==> config.mk <==
export PLATFORM = sky130hd
export DESIGN_NAME = seven_seg_scanner
export DESIGN_NICKNAME = d
export VERILOG_FILES = /design/src/rtl/seven_seg_scanner.sv
export SDC_FILE = /design/constraint.sdc
export NUM_CORES = 1
export LEC_CHECK = 0
export ABC_AREA = 1
export BUFFER_PORTS_ARGS = -buffer_cell sky130_fd_sc_hd__buf_2
export CORE_MARGIN = 8
export CORE_UTILIZATION = 58
export CTS_CLUSTER_SIZE = 16
export DETAILED_ROUTE_END_ITERATION = 6
export GPL_TIMING_DRIVEN = 0
export PLACE_DENSITY = 0.81
export SLEW_MARGIN = 20
export SYNTH_ARGS = -nofsm -noshare
export SYNTH_HDL_FRONTEND = slang
export SYNTH_SLANG_ARGS = --single-unit
==> constraint.sdc <==
create_clock -name clk -period 4.5 [get_ports clk]
set_input_delay 0.225 -clock clk [delete_from_list [all_inputs] [get_ports clk]]
set_output_delay 0.225 -clock clk [all_outputs]
set_load 0.02 [all_outputs]
==> src/rtl/seven_seg_scanner.sv <==
// seven_seg_scanner: time-multiplexed driver for a bank of common-anode
// seven-segment digits. A prescaler sets how long each digit is lit, a
// digit index walks the bank, and a shadow register holds the value on
// display so the source may change x freely between loads. All outputs
// are registered and active-low.
//
// Build option: define LEADING_ZERO_BLANK_EN to suppress leading zeros
// (every digit above digit 0 whose nibble and all higher nibbles are zero
// shows no segments). Left undefined, every digit shows its hex glyph.
module seven_seg_scanner #(
  parameter int DIGITS   = 4,
  parameter int SCAN_DIV = 100000
) (
  input  logic                  clk,
  input  logic                  resetn,
  input  logic [4*DIGITS-1:0]   x,
  input  logic                  ld,
  input  logic [DIGITS-1:0]     dp,
  input  logic                  en,
  output logic [6:0]            seg,
  output logic                  dp_out,
  output logic [DIGITS-1:0]     an
);

  // A one-digit bank still needs a one-bit index so the selection logic
  // stays uniform; it simply never leaves zero.
  localparam int PRE_W = $clog2(SCAN_DIV);
  localparam int IDX_W = (DIGITS > 1) ? $clog2(DIGITS) : 1;

  localparam logic [PRE_W-1:0] PRE_LAST = PRE_W'(SCAN_DIV - 1);
  localparam logic [IDX_W-1:0] IDX_LAST = IDX_W'(DIGITS - 1);

  localparam logic [6:0] SEG_OFF = 7'b1111111;

  logic [PRE_W-1:0]    pre_q, pre_d;
  logic [IDX_W-1:0]    idx_q, idx_d;
  logic [4*DIGITS-1:0] xs_q, xs_d;
  logic [DIGITS-1:0]   dps_q, dps_d;
  logic [6:0]          seg_q, seg_d;
  logic                dpo_q, dpo_d;
  logic [DIGITS-1:0]   an_q, an_d;

  logic                pre_tc;
  logic [3:0]          cur_nib;
  logic                cur_dp;

  // Hex glyphs in {g,f,e,d,c,b,a} order, a lit segment is a 0.
  function automatic logic [6:0] hex_glyph(input logic [3:0] nib);
    logic [6:0] glyph;
    glyph = SEG_OFF;
    case (nib)
      4'h0: glyph = 7'b1000000;
      4'h1: glyph = 7'b1111001;
      4'h2: glyph = 7'b0100100;
      4'h3: glyph = 7'b0110000;
      4'h4: glyph = 7'b0011001;
      4'h5: glyph = 7'b0010010;
      4'h6: glyph = 7'b0000010;
      4'h7: glyph = 7'b1111000;
      4'h8: glyph = 7'b0000000;
      4'h9: glyph = 7'b0010000;
      4'hA: glyph = 7'b0001000;
      4'hB: glyph = 7'b0000011;
      4'hC: glyph = 7'b1000110;
      4'hD: glyph = 7'b0100001;
      4'hE: glyph = 7'b0000110;
      4'hF: glyph = 7'b0001110;
      default: glyph = SEG_OFF;
    endcase
    return glyph;
  endfunction

  // Dwell prescaler and digit index; the index moves only on terminal count.
  always_comb begin
    pre_tc = (pre_q == PRE_LAST);
    pre_d  = pre_tc ? '0 : pre_q + 1'b1;
    idx_d  = idx_q;
    if (pre_tc) begin
      idx_d = (idx_q == IDX_LAST) ? '0 : idx_q + 1'b1;
    end
  end

  // Shadow registers follow x/dp only on a load strobe.
  always_comb begin
    xs_d  = ld ? x  : xs_q;
    dps_d = ld ? dp : dps_q;
  end

`ifdef LEADING_ZERO_BLANK_EN
  logic [DIGITS-1:0] lead_zero;
  logic              higher_zero;
  logic              cur_blank;

  // Walk down from the top digit: a digit is a leading zero while it and
  // everything above it are zero.
  always_comb begin
    higher_zero = 1'b1;
    lead_zero   = '0;
    for (int i = DIGITS - 1; i >= 0; i--) begin
      higher_zero  = higher_zero & (xs_q[4*i +: 4] == 4'h0);
      lead_zero[i] = higher_zero;
    end
  end
`endif

  // Pick the nibble and decimal point belonging to the lit digit.
  always_comb begin
    cur_nib = '0;
    cur_dp  = 1'b0;
`ifdef LEADING_ZERO_BLANK_EN
    cur_blank = 1'b0;
`endif
    for (int i = 0; i < DIGITS; i++) begin
      if (idx_q == IDX_W'(i)) begin
        cur_nib = xs_q[4*i +: 4];
        cur_dp  = dps_q[i];
`ifdef LEADING_ZERO_BLANK_EN
        cur_blank = lead_zero[i] && (i != 0);
`endif
      end
    end
  end

  // Next output drive: glyph, decimal point and a one-hot-low anode that
  // is forced dark while the display is disabled.
  always_comb begin
`ifdef LEADING_ZERO_BLANK_EN
    seg_d = cur_blank ? SEG_OFF : hex_glyph(cur_nib);
`else
    seg_d = hex_glyph(cur_nib);
`endif
    dpo_d = ~cur_dp;
    an_d  = '1;
    if (en) begin
      for (int i = 0; i < DIGITS; i++) begin
        if (idx_q == IDX_W'(i)) begin
          an_d[i] = 1'b0;
        end
      end
    end
  end

  // State and output registers; reset wins over load and enable.
  always_ff @(posedge clk) begin
    if (!resetn) begin
      pre_q <= '0;
      idx_q <= '0;
      xs_q  <= '0;
      dps_q <= '0;
      seg_q <= SEG_OFF;
      dpo_q <= 1'b1;
      an_q  <= '1;
    end else begin
      pre_q <= pre_d;
      idx_q <= idx_d;
      xs_q  <= xs_d;
      dps_q <= dps_d;
      seg_q <= seg_d;
      dpo_q <= dpo_d;
      an_q  <= an_d;
    end
  end

  assign seg    = seg_q;
  assign dp_out = dpo_q;
  assign an     = an_q;

endmodule
==> flow_summary.yaml, run 1 <==
sta:
  slew_headroom: 0.6989
  fin_skew_ps: 6.503
  fin_crit_sh: 0.4711
  post-route-min-period_ps: 2120
  rsz0062_at_grt: "false"
  holdWs_ps: 143.2
  setup_viol: 0
  tightest_slew_ps: 448.2
  setup_tns_ps: 0
  hold_viol: 0
  slew_viol_final: 0
  clock.fmax_ghz: 0.4717
global_routing:
  gr-total-overflow: 0
  grt_pass1_wl_um: 9480
  grt_start_max_net_pins: 15
  grt_pass1_vias: 2201
  grt_usage: 0.1786
  antenna_found_initial: 0
synth:
  synth_top_area_share: 0.4082
  seq_area_frac_synth: 0.4082
  ys_warn_count: 0
  syn-cell-area_mm2: 0.002501
  synth.avg_cell_area_um2: 7.187
  synth_nets: 383
  synth_top_area_cell: "dfxtp_1"
  synthTopCellsByArea: "dfxtp_1 41%, nand2_1 9.9%, nor2_1 9.8%, ha_1 5.5%, nand3_1 5.2%"
  synth_cells: 348
  ys_ff_latch: 51
  synthDistinctLibCells: 28
route:
  routed_wl_um: 5441
  via_per_inst: 5.156
  drc: 0
  vias: 2274
  drt_first_pass_iters: 4
  drt_iter0_markers: 149
  antenna_left: 0
  avgRoutedWirePerCell_um: 12.34
pwr:
  intPower_w: 0.0006288
  switching_share: 0.2511
  pwr-share-clk: 0.313
  irDropWorstVdd_v: 0.0001645
  power.leakage_nw: 1.232
  p_sw_w: 0.0002109
  combinationalPowerShare: 0.113
  powerDensity_mw_per_mm2: 297.3
  pwr-share-seq: 0.573
placed_design:
  placed_cell_area_mm2: 0.002736
  dp_hpwl_um: 4210
  place.gp.congestion: 0.9357
  portBuffers: 34
final_layout:
  final_cell_area_mm2: 0.002824
  n_antenna_cell: 0
  synthToLayoutAreaGrowth_pct: 12.91
  drive_gt1_frac: 0.1902
  final_common_cell: "nand2_1"
  nets: 424
  layout_common_cells: "66 x nand2_1, 65 x nor2_1, 51 x dfxtp_1"
floorplanning:
  start_util: 0.5866
  row_count: 24
  coreArea_mm2: 0.004264
  die-area_mm2: 0.006670
  num_io_pins: 36
  die_w_um: 81.67
  die_h_um: 81.67
worst_hold_path:
  min_path_type: "in -> reg"
setup_path:
  critPathMaxStageDelay_ps: 410
  worstPathArrival_ps: 2320
  cp.required_ps: 4700
  path_class: "reg -> reg"
  path_buf_inv: 3
  critPathTopFamily: "compound AO/OA/AOI/OAI gates"
  crit_slowest_cell: "dfxtp_1"
  end_kind: "flop"
  path_cells: "inv_1 -> ha_1 -> buf_2 -> a21oi_1 -> nand2_1 -> a21boi_2 -> inv_1 -> ha_1 -> nand2_1 -> o21ai_0 -> nand2_1 -> nand2_1"
  cpMostUsedCell: "nand2_1"
  start_kind: "flop"
  r2r_slack_ps: 2380
  crit_fanout: 9
clocking:
  insertion_delay_ps: 300
  cts_tree: "built"
  cts_setup_buffers: 0
  cts.sinks: 51
  cts_resized: 0
  htreeDepth: 2
  hold_buffers: 0
  cts_buffer_depth: 2
  cts_buffers: 5
  cts_root_buf: "clkbuf_8"
  cts.clk_slew.worst_paths_ps: 90
outcome:
  status: "complete, no violations"
job:
  cap_viol_max_count: 0
[kinds of logic (layout without fill, tap and decap cells)]
group           after synthesis  count (layout)  synth area share
flops                        51              51            0.4082
compound gates               40              40           0.08805
simple gates                194             194            0.3522
xor+xnor                      7               7           0.02451
fa+ha+maj                    11              11           0.05503
buf+inv                      45              86           0.07203
[area by class of cell]
type	instances	area, um^2
clock inverter	1	5.005
sequential	51	1021
timing repair buffer	34	170.2
tap	52	65.06
multi-input combinational	252	1300
inverter	35	131.4
clock buffer	6	82.58
fill	386	1440
buffer	10	48.80
[registers in the layout, summed over array words and instances (netlist names)]
name	flops
pre_q	17
xs_q	16
seg	7
an	4
dps_q	4
idx_q	2
dp_out	1
[worst register-to-register path: cells and delay by family (launching register included)]
kind,cells,cell delay [ps]
compound gates,3,490
fa+ha+maj,2,430
buf+inv,3,400
flops,1,410
simple gates,4,310
[per-stage QoR]
stage / instances / util / setup slack, ps / power [W]
6_report: 441 / 0.6623 / 2380 / 0.0008397
5_1_grt: 441 / 0.6623 / 2083 / 0.0008848
4_1_cts: 441 / 0.6623 / 2363 / 0.0008523
3_5_place_dp: 434 / 0.6417 / 2379 / 0.0005875
3_3_place_gp: 434 / 0.6417 / 2417 / 0.0005858
2_1_floorplan: 348 / - / 2659 / 0.0005554
[cell usage after synthesis]
library cell and instances:
nand2_4 1, dfxtp_1 51, inv_2 6, nand4_2 1, xor2_1 5, buf_6 1, or2_2 1, nor2_4 1
nand3b_1 1, inv_1 29, o21ai_0 21, o21ai_4 1, ha_1 11, or2_0 1, nor3_1 7, xnor2_1 2
nor2_2 7, nor2_1 65, o31ai_1 1, nand3_1 26, clkbuf_1 6, nand2_1 66, nor3_2 5, nand4_1 7
a21oi_1 16, a21boi_2 1, buf_2 3, nand2_2 5
[final timing paths]
path / from / to / cells after the start
worst min register to register: xs_q[9]$_SDFFE_PN0P_ / xs_q[9]$_SDFFE_PN0P_ / 2
worst min-delay path: x[0] / xs_q[0]$_SDFFE_PN0P_ / 3
worst max-delay path: idx_q[0]$_SDFFE_PN0N_ / seg[5]$_SDFF_PN1_ / 12
worst max register to register: idx_q[0]$_SDFFE_PN0N_ / seg[5]$_SDFF_PN1_ / 12
[layer usage]
metal / global-route usage / share of wire / vias up
met2: 0.3222 / 0.51 / 44
met4: 0.07018 / 0.013 / 0
li1: - / - / 1187
met5: 0 / 0 / -
met3: 0.03829 / 0.055 / 8
met1: 0.1999 / 0.42 / 1035
[power by group through the flow]
stage	Sequential [W]	Clock (W)	Combinational [W]
3_3_place_gp	0.000491	0	0.0000946
2_1_floorplan	0.000499	0	0.0000562
4_1_cts	0.000481	0.000275	0.0000959
5_1_grt	0.000484	0.000291	0.000109
6_report	0.000482	0.000263	0.0000949
3_5_place_dp	0.000492	0	0.0000955
No activity file was read; power rests on OpenSTA's default activity.
==> run 2, diff against run 1 <==
--- a/config.mk
+++ b/config.mk
@@ -8,11 +8,11 @@
 export ABC_AREA = 1
 export BUFFER_PORTS_ARGS = -buffer_cell sky130_fd_sc_hd__buf_2
 export CORE_MARGIN = 8
-export CORE_UTILIZATION = 58
+export CORE_UTILIZATION = 56
 export CTS_CLUSTER_SIZE = 16
 export DETAILED_ROUTE_END_ITERATION = 6
 export GPL_TIMING_DRIVEN = 0
-export PLACE_DENSITY = 0.81
+export PLACE_DENSITY = 0.78
 export SLEW_MARGIN = 20
 export SYNTH_ARGS = -nofsm -noshare
 export SYNTH_HDL_FRONTEND = slang
==> constraint.sdc (replaced) <==
create_clock -name clk -period 2.05 [get_ports clk]
set_input_delay 0.1025 -clock clk [delete_from_list [all_inputs] [get_ports clk]]
set_output_delay 0.1025 -clock clk [all_outputs]
set_load 0.02 [all_outputs]
==> flow_summary.yaml, run 2 (synthesis gave the netlist of run 1 again) <==
setup_path:
  path_class: "reg -> reg"
  critPathMaxStageDelay_ps: 390
  crit_fanout: 9
  critPathTopFamily: "compound AO/OA/AOI/OAI gates"
  path_buf_inv: 3
  start_kind: "flop"
  cp_num_cells: 11
  crit_slowest_cell: "dfxtp_4"
  cp.required_ps: 2240
  worstPathArrival_ps: 2120
  path_cells: "inv_1 -> ha_4 -> a21oi_1 -> nand2_1 -> a21boi_4 -> buf_4 -> ha_1 -> inv_1 -> nor2_1 -> a21oi_1 -> nand2_1"
  reg2regPathDepth: 11
  end_kind: "flop"
clocking:
  insertion_delay_ps: 300
  hold_buffers: 0
  cts_buffer_depth: 2
  cts.clk_slew.worst_paths_ps: 90
  htreeDepth: 2
  cts_root_buf: "clkbuf_8"
  cts_buffers: 5
  cts_tree: "built"
  cts.sinks: 51
sta:
  slew_headroom: 0.6706
  hold_viol: 0
  tightest_slew_ps: 490.4
  fin_skew_ps: 8.614
  slew_viol_final: 0
  setup_ws_ps: 122.9
  post-route-min-period_ps: 1927
  clock.fmax_ghz: 0.5189
  fin_crit_sh: 0.9400
  setup_viol: 0
  setup_tns_ps: 0
floorplanning:
  die_w_um: 82.83
  coreArea_mm2: 0.004324
  num_io_pins: 36
  die-area_mm2: 0.006861
  start_util: 0.5784
  row_count: 24
  die_h_um: 82.83
final_layout:
  largest_register_ffs: 17
  post-route-util: 0.6687
  n_antenna_cell: 0
  final_common_cell: "nand2_1"
  num-fill-cells: 382
  multi_input_area_mm2: 0.001339
  synthToLayoutAreaGrowth_pct: 15.61
  layout_common_cells: "66 x nand2_1, 65 x nor2_1, 49 x dfxtp_1"
  drive_gt1_frac: 0.2108
  nets: 424
  top_register: "pre_q"
  regArea_mm2: 0.001028
pwr:
  powerDensity_mw_per_mm2: 671.7
  irDropWorstVdd_v: 0.0002571
  power.leakage_nw: 1.245
global_routing:
  grt_usage: 0.1585
  grt_pass1_wl_um: 9411
  grt_start_max_net_pins: 16
  antenna_found_initial: 0
  grt_pass1_vias: 2257
  gr-total-overflow: 0
worst_hold_path:
  min_path_type: "in -> reg"
  whs_path_depth: 3
route:
  drt_first_pass_iters: 4
  vias: 2291
  via_per_inst: 5.195
  drt_iter0_markers: 154
  avgRoutedWirePerCell_um: 12.47
  drc: 0
  antenna_left: 0
  routed_wl_um: 5499
placed_design:
  dp_hpwl_um: 4247
  dp_slack_ps: -50.28
  portBuffers: 34
  place.gp.congestion: 0.9091
outcome:
  status: "complete, no violations"
job:
  cap_viol_max_count: 0
-- run 2: layout make-up --
| type | instances | area share |
|---|---|---|
| plain buffers | 9 | 0.01514 |
| clock buffers | 5 | 0.02380 |
| clock inverters | 2 | 0.01298 |
| inverters | 35 | 0.04543 |
| multi-input cells | 252 | 0.4630 |
| flip-flops and latches | 51 | 0.3557 |
| well taps | 52 | 0.02250 |
| repair buffers | 35 | 0.06145 |
-- run 2: worst paths after layout --
check,from,end,slack [ps]
hold reg to reg,dps_q[3]$_SDFFE_PN0P_,dps_q[3]$_SDFFE_PN0P_,470
setup / recovery,idx_q[0]$_SDFFE_PN0N_,seg[1]$_SDFF_PN1_,120
hold / removal,x[5],xs_q[5]$_SDFFE_PN0P_,20
setup reg to reg,idx_q[0]$_SDFFE_PN0N_,seg[1]$_SDFF_PN1_,120
-- run 2: power by group --
group / switching [W] / internal, W
clock: 0.000316 / 0.000357
combinational: 0.000135 / 0.0000806
sequential: 0.0000193 / 0.00103
-- run 2: repair_timing --
item	in CTS	in global routing
buffers inserted	0	1
setup endpoints to repair	4	7
resized for setup	2	11
cloned	0	0
pin swaps	0	2
-- run 2: tightest hold or removal path, delay by kind of cell --
kind	cells	cell delay [ps]
buffers and inverters	1	70
and+or+nand+nor	2	110
-- run 2: per-stage QoR --
stage / hold slack [ps] / cells / power (W) / instance area [um^2]
floorplan: 237.4 / 348 / 0.001219 / 2501
global placement: 324.1 / 434 / 0.001284 / 2736
detailed placement: 329.6 / 434 / 0.001292 / 2736
CTS: 16.40 / 441 / 0.001956 / 2851
global route: 21.12 / 441 / 0.002030 / 2892
finish: 16.97 / 441 / 0.001942 / 2892
-- run 2: routing by layer --
metal | track usage | part of all wire
met3 | 0.04688 | 0.056
met1 | 0.1572 | 0.41
met2 | 0.2970 | 0.51
met4 | 0.06550 | 0.022
met5 | 0 | 0
